### config.mk
export PLATFORM = sky130hd
export DESIGN_NAME = sap_sequencer_flat
export DESIGN_NICKNAME = d
export VERILOG_FILES = /design/src/rtl/sap_sequencer_if.sv /design/src/rtl/sap_sequencer.sv /design/src/flat_wrapper.sv
export SDC_FILE = /design/constraint.sdc
export NUM_CORES = 1
export LEC_CHECK = 0
export ABC_CLOCK_PERIOD_IN_PS = 1500
export CAP_MARGIN = 20
export CORE_MARGIN = 8
export CORE_UTILIZATION = 35
export CTS_CLUSTER_SIZE = 40
export DETAILED_ROUTE_END_ITERATION = 16
export PLACE_DENSITY = 0.74
export SLEW_MARGIN = 20
export SYNTH_ARGS = -nofsm -noshare
export SYNTH_HDL_FRONTEND = slang
export SYNTH_SLANG_ARGS = --single-unit
### constraint.sdc
create_clock -name clk_i -period 1.5 [get_ports clk_i]
set_clock_uncertainty 0.1 [all_clocks]
set_input_delay 0.225 -clock clk_i [delete_from_list [all_inputs] [get_ports clk_i]]
set_output_delay 0.225 -clock clk_i [all_outputs]
set_load 0.02 [all_outputs]
### src/rtl/sap_sequencer_if.sv
// rtl/sap_sequencer_if.sv - control/status bundle between the SAP sequencer and its datapath.
interface sap_sequencer_if #(
  parameter int STEP_W = 3
);
  logic              step_en;
  logic [3:0]        opcode;
  logic              alu_carry;
  logic              alu_zero;
  logic              out_ready;
  logic [15:0]       ctrlwrd;
  logic [STEP_W-1:0] step;
  logic              halted;
  logic              flag_c;
  logic              flag_z;

  modport master (
    input  step_en, opcode, alu_carry, alu_zero, out_ready,
    output ctrlwrd, step, halted, flag_c, flag_z
  );

  modport slave (
    output step_en, opcode, alu_carry, alu_zero, out_ready,
    input  ctrlwrd, step, halted, flag_c, flag_z
  );
endinterface

### src/rtl/sap_sequencer.sv
// rtl/sap_sequencer.sv - variable-length microcode sequencer for the 8-bit bus CPU.
// Define COND_JUMP_EN to decode JC/JZ; otherwise those opcodes behave as NOP.
module sap_sequencer #(
  parameter bit OUT_HANDSHAKE = 1'b1,
  parameter int STEP_W        = 3
) (
  input  logic            clk_i,
  input  logic            rst_i,
  sap_sequencer_if.master bus
);

`ifdef COND_JUMP_EN
  localparam bit CondJump = 1'b1;
`else
  localparam bit CondJump = 1'b0;
`endif

  localparam logic [15:0] C_FI = 16'h8000, C_HLT = 16'h4000, C_MI = 16'h2000, C_RI = 16'h1000;
  localparam logic [15:0] C_RO = 16'h0800, C_IO  = 16'h0400, C_II = 16'h0200, C_AI = 16'h0100;
  localparam logic [15:0] C_AO = 16'h0080, C_SO  = 16'h0040, C_SU = 16'h0020, C_BI = 16'h0010;
  localparam logic [15:0] C_OI = 16'h0008, C_CE  = 16'h0004, C_CO = 16'h0002, C_J  = 16'h0001;

  typedef enum logic [STEP_W-1:0] {
    T0 = STEP_W'(0),
    T1 = STEP_W'(1),
    T2 = STEP_W'(2),
    T3 = STEP_W'(3),
    T4 = STEP_W'(4)
  } step_e;

  step_e       step_q, step_d;
  logic        halted_q, halted_d;
  logic        flag_c_q, flag_c_d;
  logic        flag_z_q, flag_z_d;
  logic [15:0] word;
  logic [15:0] ctrl;
  logic        last;
  logic        stall;
  logic        nop_like;

  always_ff @(posedge clk_i) begin
    if (rst_i) begin
      step_q   <= T0;
      halted_q <= 1'b0;
      flag_c_q <= 1'b0;
      flag_z_q <= 1'b0;
    end else begin
      step_q   <= step_d;
      halted_q <= halted_d;
      flag_c_q <= flag_c_d;
      flag_z_q <= flag_z_d;
    end
  end

  always_comb begin
    word     = '0;
    last     = 1'b0;
    stall    = 1'b0;
    nop_like = 1'b1;
    ctrl     = '0;
    step_d   = step_q;
    halted_d = halted_q;
    flag_c_d = flag_c_q;
    flag_z_d = flag_z_q;

    case (bus.opcode)
      4'h1, 4'h2, 4'h3, 4'h4, 4'h5, 4'h6, 4'hE, 4'hF: nop_like = 1'b0;
      4'h7, 4'h8:                                     nop_like = !CondJump;
      default:                                        nop_like = 1'b1;
    endcase

    // Opcodes that change mid-instruction fall into the defaults and end the instruction.
    case (step_q)
      T0: word = C_MI | C_CO;
      T1: begin
        word = C_RO | C_II | C_CE;
        last = nop_like;
      end
      T2: begin
        last = 1'b1;
        case (bus.opcode)
          4'h1, 4'h2, 4'h3, 4'h5: begin
            word = C_MI | C_IO;
            last = 1'b0;
          end
          4'h4: word = C_IO | C_J;
          4'h6: word = C_IO | C_AI;
          4'h7: if (CondJump && flag_c_q) word = C_IO | C_J;
          4'h8: if (CondJump && flag_z_q) word = C_IO | C_J;
          4'hE: begin
            if (OUT_HANDSHAKE && !bus.out_ready) stall = 1'b1;
            else word = C_AO | C_OI;
          end
          4'hF: word = C_HLT;
          default: word = '0;
        endcase
      end
      T3: begin
        last = 1'b1;
        case (bus.opcode)
          4'h1: word = C_RO | C_AI;
          4'h2, 4'h3: begin
            word = C_RO | C_BI;
            last = 1'b0;
          end
          4'h5: word = C_AO | C_RI;
          default: word = '0;
        endcase
      end
      T4: begin
        last = 1'b1;
        case (bus.opcode)
          4'h2:    word = C_SO | C_AI | C_FI;
          4'h3:    word = C_SO | C_SU | C_AI | C_FI;
          default: word = '0;
        endcase
      end
      default: last = 1'b1;
    endcase

    if (rst_i || !bus.step_en) begin
      ctrl = '0;
    end else if (halted_q) begin
      ctrl = C_HLT;
    end else begin
      ctrl = word;
      if (!stall) step_d = last ? T0 : step_e'(step_q + STEP_W'(1));
      if (word[15]) begin
        flag_c_d = bus.alu_carry;
        flag_z_d = bus.alu_zero;
      end
      if (word[14]) halted_d = 1'b1;
    end
  end

  assign bus.ctrlwrd = ctrl;
  assign bus.step    = step_q;
  assign bus.halted  = halted_q;
  assign bus.flag_c  = flag_c_q;
  assign bus.flag_z  = flag_z_q;

endmodule

### src/flat_wrapper.sv
// flat-port wrapper written by rule: the top's interface ports become plain ports
module sap_sequencer_flat 
#(
  parameter bit OUT_HANDSHAKE = 1'b1,
  parameter int STEP_W        = 3
)
  (clk_i, rst_i, bus_step_en, bus_opcode, bus_alu_carry, bus_alu_zero, bus_out_ready, bus_ctrlwrd, bus_step, bus_halted, bus_flag_c, bus_flag_z);
  sap_sequencer_if #(.STEP_W(STEP_W)) bus_i ();
  input  logic clk_i;
  input  logic rst_i;
  input wire logic [$bits(bus_i.step_en)-1:0] bus_step_en;
  input wire logic [$bits(bus_i.opcode)-1:0] bus_opcode;
  input wire logic [$bits(bus_i.alu_carry)-1:0] bus_alu_carry;
  input wire logic [$bits(bus_i.alu_zero)-1:0] bus_alu_zero;
  input wire logic [$bits(bus_i.out_ready)-1:0] bus_out_ready;
  output wire logic [$bits(bus_i.ctrlwrd)-1:0] bus_ctrlwrd;
  output wire logic [$bits(bus_i.step)-1:0] bus_step;
  output wire logic [$bits(bus_i.halted)-1:0] bus_halted;
  output wire logic [$bits(bus_i.flag_c)-1:0] bus_flag_c;
  output wire logic [$bits(bus_i.flag_z)-1:0] bus_flag_z;
  assign bus_i.step_en = bus_step_en;
  assign bus_i.opcode = bus_opcode;
  assign bus_i.alu_carry = bus_alu_carry;
  assign bus_i.alu_zero = bus_alu_zero;
  assign bus_i.out_ready = bus_out_ready;
  assign bus_ctrlwrd = bus_i.ctrlwrd;
  assign bus_step = bus_i.step;
  assign bus_halted = bus_i.halted;
  assign bus_flag_c = bus_i.flag_c;
  assign bus_flag_z = bus_i.flag_z;
  sap_sequencer #(.OUT_HANDSHAKE(OUT_HANDSHAKE), .STEP_W(STEP_W)) u_core (.clk_i(clk_i), .rst_i(rst_i), .bus(bus_i));
endmodule
# [Word level (Yosys, flattened, before mapping)]
# Memories as Yosys holds them, arrays and structs flattened.
# Index checks and enable logic that the tools add are counted.
[word_totals] register_bits=6 romBits=16 output_inout_bits=22 n_memories=1
[classes] n_addsub=1 eq_ne=12 muxes=16 bitwise=3 n_reduce_logical=7
[mem_list] memory="(name not given)" depth=16 width=1 rd=1 rd_clocked_by_memory_dff=0 wr=0 line="sap_sequencer.sv:66" text="case (bus.opcode)"
[op_table] operator="16-bit case mux with 5 select lines" count=2
[op_table] operator="13-bit case mux with 3 select lines" count=1
[op_table] operator="16-bit 2-to-1 mux" count=2
[op_table] operator="16-bit case mux with 2 select lines" count=1
[op_table] operator="4-bit by 3-bit equality test with 1-bit output, second input constant" count=3
[op_table] operator="4-bit by 2-bit equality test with 1-bit output, second input constant" count=2
[op_table] operator="4-bit equality test, second input constant" count=2
[op_table] operator="8-bit 2-to-1 mux" count=1
[op_table] operator="1-bit 2-to-1 mux" count=7
[op_table] operator="3-bit by 2-bit equality test with 1-bit output, second input constant" count=2
[op_table] operator="3-bit AND reduction" count=2
[op_table] operator="4-bit by 1-bit equality test with 1-bit output, second input constant" count=1
[op_table] operator="1-bit case mux with 4 select lines" count=1
[op_table] operator="4-bit OR reduction" count=1
[op_table] operator="3-bit by 1-bit adder with 3-bit output, second input constant" count=1
[op_table] operator="3-bit by 1-bit equality test with 1-bit output, second input constant" count=1
[op_table] operator="3-bit equality test, second input constant" count=1
[op_table] operator="3-bit logical NOT" count=1
[op_table] operator="3-bit 2-to-1 mux" count=1
[op_table] operator="1-bit inverter" count=3
[op_table] operator="2-bit OR reduction" count=1
[op_table] operator="1-bit logical NOT" count=1
[op_table] operator="1-bit logical OR" count=1

# [Longest topological paths before layout]
[depth] depth_word=6 depth_mapped=7 depth_no_buf=6

# [Worst setup path after synthesis]
# OpenSTA, ideal clock, no wires.
[synth_timing] path_type="register -> output" from="register u_core.step_q[1], in the netlist u_core.bus.step[1]" to="output bus_ctrlwrd[14]" arrival_ns=1.744 t_required_ns=1.175 path_slack_ns=-0.569 path_stages_with_launch=6 path_cell_list="dfxtp_1 ha_1 nand4_1 nor3b_1 nor2_1 nor3b_1"
[synth_between] elab_chain_cells=4 elab_cells_between_ends=8 cone_classes="4 x eq/ne; 3 x mux; 1 x reduce/logical"
[synth_rtl] item="from (decl)" line="sap_sequencer.sv:31" text="step_e step_q, step_d;"
[synth_rtl] item="from (signal assigned)" line="sap_sequencer.sv:48" text="step_q <= step_d;"
[synth_rtl] item="3-bit equality test, or another cell as far along" line="sap_sequencer.sv:73" text="case (step_q)"
[synth_rtl] item="16-bit case mux with 5 select lines *" line="sap_sequencer.sv:73"
[synth_rtl] item="16-bit 2-to-1 mux *" line="sap_sequencer.sv:123" text="end else if (halted_q) begin"
[synth_rtl] item="16-bit 2-to-1 mux *" line="sap_sequencer.sv:121" text="if (rst_i || !bus.step_en) begin"
[synth_rtl] item="to (decl)" line="flat_wrapper.sv:16" text="output wire logic [$bits(bus_i.ctrlwrd)-1:0] bus_ctrlwrd;"
# Mark *: on every way between the ends. The rest lies on a longest branch, timed or not.

# [Worst setup path after layout]
[layout_timing] from="input bus_opcode[0]" to="output bus_ctrlwrd[10]"
[layout_between] elab_chain_cells=6 elab_cells_between_ends=13 cone_classes="8 x eq/ne; 4 x mux; 1 x reduce/logical"
[layout_rtl] item="from (decl)" line="flat_wrapper.sv:12" text="input wire logic [$bits(bus_i.opcode)-1:0] bus_opcode;"
[layout_rtl] item="4-bit by 1-bit equality test with 1-bit output, or another cell as far along" line="sap_sequencer.sv:81" text="case (bus.opcode)"
[layout_rtl] item="4-bit OR reduction" line="sap_sequencer.sv:81"
[layout_rtl] item="16-bit case mux with 5 select lines *" line="sap_sequencer.sv:81"
[layout_rtl] item="16-bit case mux with 5 select lines *" line="sap_sequencer.sv:73"
[layout_rtl] item="16-bit 2-to-1 mux *" line="sap_sequencer.sv:123"
[layout_rtl] item="16-bit 2-to-1 mux *" line="sap_sequencer.sv:121"
# Marked as above.

==> reports/qor.yml <==
route:
  wl_um: 3980
  wl_per_cell_um: 22.3
  drtPass1Iterations: 4
  drtAntennaViolNets: 0
  drtIter0Drc: 62
  dr_total_vias: 1045
  drc: 0
  vias_per_cell: 5.87
sta:
  period_share_pct: 140
  setup_viol: 21
  hold_viol: 0
  min_period_ns: 2.09
  grt_setup_unrepaired: "true"
  holdWs_ns: 0.410
  slew_viol_final: 0
  worstMarginPinSlew_ns: 0.554
  relSlewSlack_pct: 62.8
  setup_ws_ns: -0.595
  fmax_ghz: 0.477
clock_tree:
  clock_latency_ns: 0.26
  cts_buffers: 3
  cts.sinks: 6
  cts_root_buffer: "clkbuf_4"
  clk_pin_slew_worst_paths_ns: 0.05
  cts_hold_buf: 0
  ctsHtreeMaxLevel: 1
  ctsLongestPathBuffers: 2
  cts_tree: "built"
floorplan:
  fp.dieH_um: 58.9
  core_sq_um: 1730
  ios: 32
  dieArea_sq_um: 3470
  initial_core_util_pct: 37.2
  fp.dieW_um: 58.9
  num_rows: 15
power_and_ir_drop:
  p_leak_nw: 0.691
  p_total_mw: 0.633
  power_density_nw_per_um2: 396
  ir_worst_vdd_mv: 0.416
layout:
  syn_to_final_growth_pct: 149
  layout-drive-gt1-share_pct: 69.9
  n_fill_cell: 62
  final_nets: 169
  diodes: 0
  final_area_sq_um: 1600
setup_path:
  critPathSlowestCell: "nor3_1"
  worstPathCellList: "clkdlybuf4s50_1 -> buf_4 -> nor3_1 -> nor3_4 -> and3_4 -> buf_6"
  end_kind: "output port"
  crit_type: "primary input to output port"
  cp_num_buf_inv: 3
  path_max_fanout: 9
  cp.required_ns: 1.17
  cp_top_family: "buffers and inverters"
  max_stage_delay_ns: 0.49
  arrival_ns: 1.77
  start_kind: "primary input"
yosys:
  syn_avg_cell_area_sq_um: 7.75
  synth_seq_area_share_pct: 18.7
  synth_area_leader_cell: "dfxtp_1"
  syn_nets: 98
  synth.area.top_cells: "dfxtp_1 (19%), ha_1 (9.7%), and3_1 (5.8%)"
  synth_edf_count: 0
  synthArstFlopShare_pct: 0
  ys_warn_count: 0
  yosysTopAreaCellShare_pct: 18.7
  ys.flop_type: "dfxtp_1"
  ys_ff_latch: 6
  synth_area_sq_um: 643
  yosys.cell_types.count: 39
  synthCells: 83
outcome:
  failed_checks: "setup timing"
  status: "finished with violations"
global_routing:
  antenna_found_initial: 0
  grt_max_degree: 11
  grt_overflow: 0
  track_usage_pct: 19.1
  grt_pass1_wl_um: 5060
  grt_pass1_vias: 1056
placed_design:
  port_buffers: 31
  hpwl_um: 2060
  globalplace.congestion: 0.827
  post_dp_cell_area_sq_um: 1320
flow_run:
  cap_violations: 0
hold_path:
  hp-class: "flip-flop to flip-flop"
==> worst paths after layout <==
check | from | to | slack [ns] | cells past startpoint
hold / removal | u_core.bus.flag_c$_SDFFE_PP0P_ | u_core.bus.flag_c$_SDFFE_PP0P_ | 0.41 | 2
setup reg to reg | u_core.bus.step[0]$_SDFFE_PP0P_ | u_core.bus.step[2]$_SDFFE_PP0P_ | -0.35 | 7
setup / recovery | bus_opcode[0] | bus_ctrlwrd[10] | -0.59 | 6
hold reg to reg | u_core.bus.flag_c$_SDFFE_PP0P_ | u_core.bus.flag_c$_SDFFE_PP0P_ | 0.41 | 2
==> placed cells by master, fill, tap and decap left out, drive strengths merged, types with 2 or more instances in the layout <==
master and count:
nor3 4, and3 6, dlygate4sd2 11, o2bb2ai 2, and4 2, buf 59
inv 4, a21oi 2, nand2 4, nor2 10, clkdlybuf4s50 4, dfxtp 6
clkbuf 4, nor3b 3, o21ai 3, or3b 2, ha 5, a211oi 2
mux2i 2
==> registers in the layout, indices dropped and copies added, names as in the netlist <==
name / flops
u_core.bus.step: 3
u_core.bus.flag_c: 1
u_core.bus.flag_z: 1
u_core.bus.halted: 1
==> routing by layer <==
metal	global-route usage [%]	vias to the layer above	part of all wire [%]
li1	-	445	-
met1	17.7	476	36
met2	31.9	90	47
met3	8.26	34	9.9
met4	15.7	0	7.1
met5	0	-	0
==> where the power goes <==
part / internal, mW / total [mW] / switching [mW]
combinational: 0.146 / 0.288 / 0.142
sequential: 0.160 / 0.168 / 0.00779
clock: 0.102 / 0.177 / 0.0751
total: 0.409 / 0.633 / 0.224
==> logic make-up (layout without fill, tap and decap cells) <==
kind of cell             after synthesis  after routing  share of synthesized area, %
AO/OA/AOI/OAI                         17             17                          20.2
adder cells (fa/ha/maj)                5              5                          9.73
buffers and inverters                 12             82                          9.73
flip-flops                             6              6                          18.7
multiplexers                           2              2                          3.11
AND/OR/NAND/NOR                       41             41                          38.5
==> tightest hold or removal path, delay by kind of cell, from the launching register on <==
| family | cells | cell delay [ns] |
|---|---|---|
| flops | 1 | 0.33 |
| mux | 1 | 0.07 |
| simple gates | 1 | 0.07 |
==> synth_stat cells (2+ instances only) <==
| library cell | instances |
|---|---|
| o2bb2ai_1 | 2 |
| a21oi_1 | 2 |
| buf_2 | 2 |
| buf_4 | 2 |
| dfxtp_1 | 6 |
| nor2_1 | 9 |
| ha_1 | 5 |
| a211oi_1 | 2 |
| inv_1 | 4 |
| mux2i_1 | 2 |
| o21ai_0 | 3 |
| clkbuf_1 | 3 |
| nor3b_1 | 3 |
| and4_1 | 2 |
| and3_1 | 6 |
| nor3_1 | 4 |
| nand2_1 | 4 |
==> what timing repair did <==
item	4_1_cts	5_1_grt
resized for setup	133	10
setup endpoints to repair	27	21
setup buffers	8	4
gates cloned	1	0
pin swaps	25	10
==> final cells by class <==
cell class | instances | area [sq um] | area share, %
inverters | 4 | 20.0 | 1.25
repair buffers | 74 | 684 | 42.8
clock buffers | 4 | 26.3 | 1.64
well taps | 25 | 31.3 | 1.96
multi-input cells | 65 | 704 | 44.1
flip-flops and latches | 6 | 133 | 8.29
==> per-stage QoR <==
stage | setup TNS, ns | utilization (%) | cells | setup slack, ns
after floorplan | -1.57 | - | 83 | -0.209
after global placement | -18.12 | 76.2 | 162 | -1.09
after detailed placement | -18.54 | 76.2 | 162 | -1.07
after CTS | -7.05 | 88.6 | 174 | -0.500
after global routing | -9.71 | 92.6 | 178 | -0.621
final | -8.87 | 92.6 | 178 | -0.595
Power figures use the tool's default switching activity.
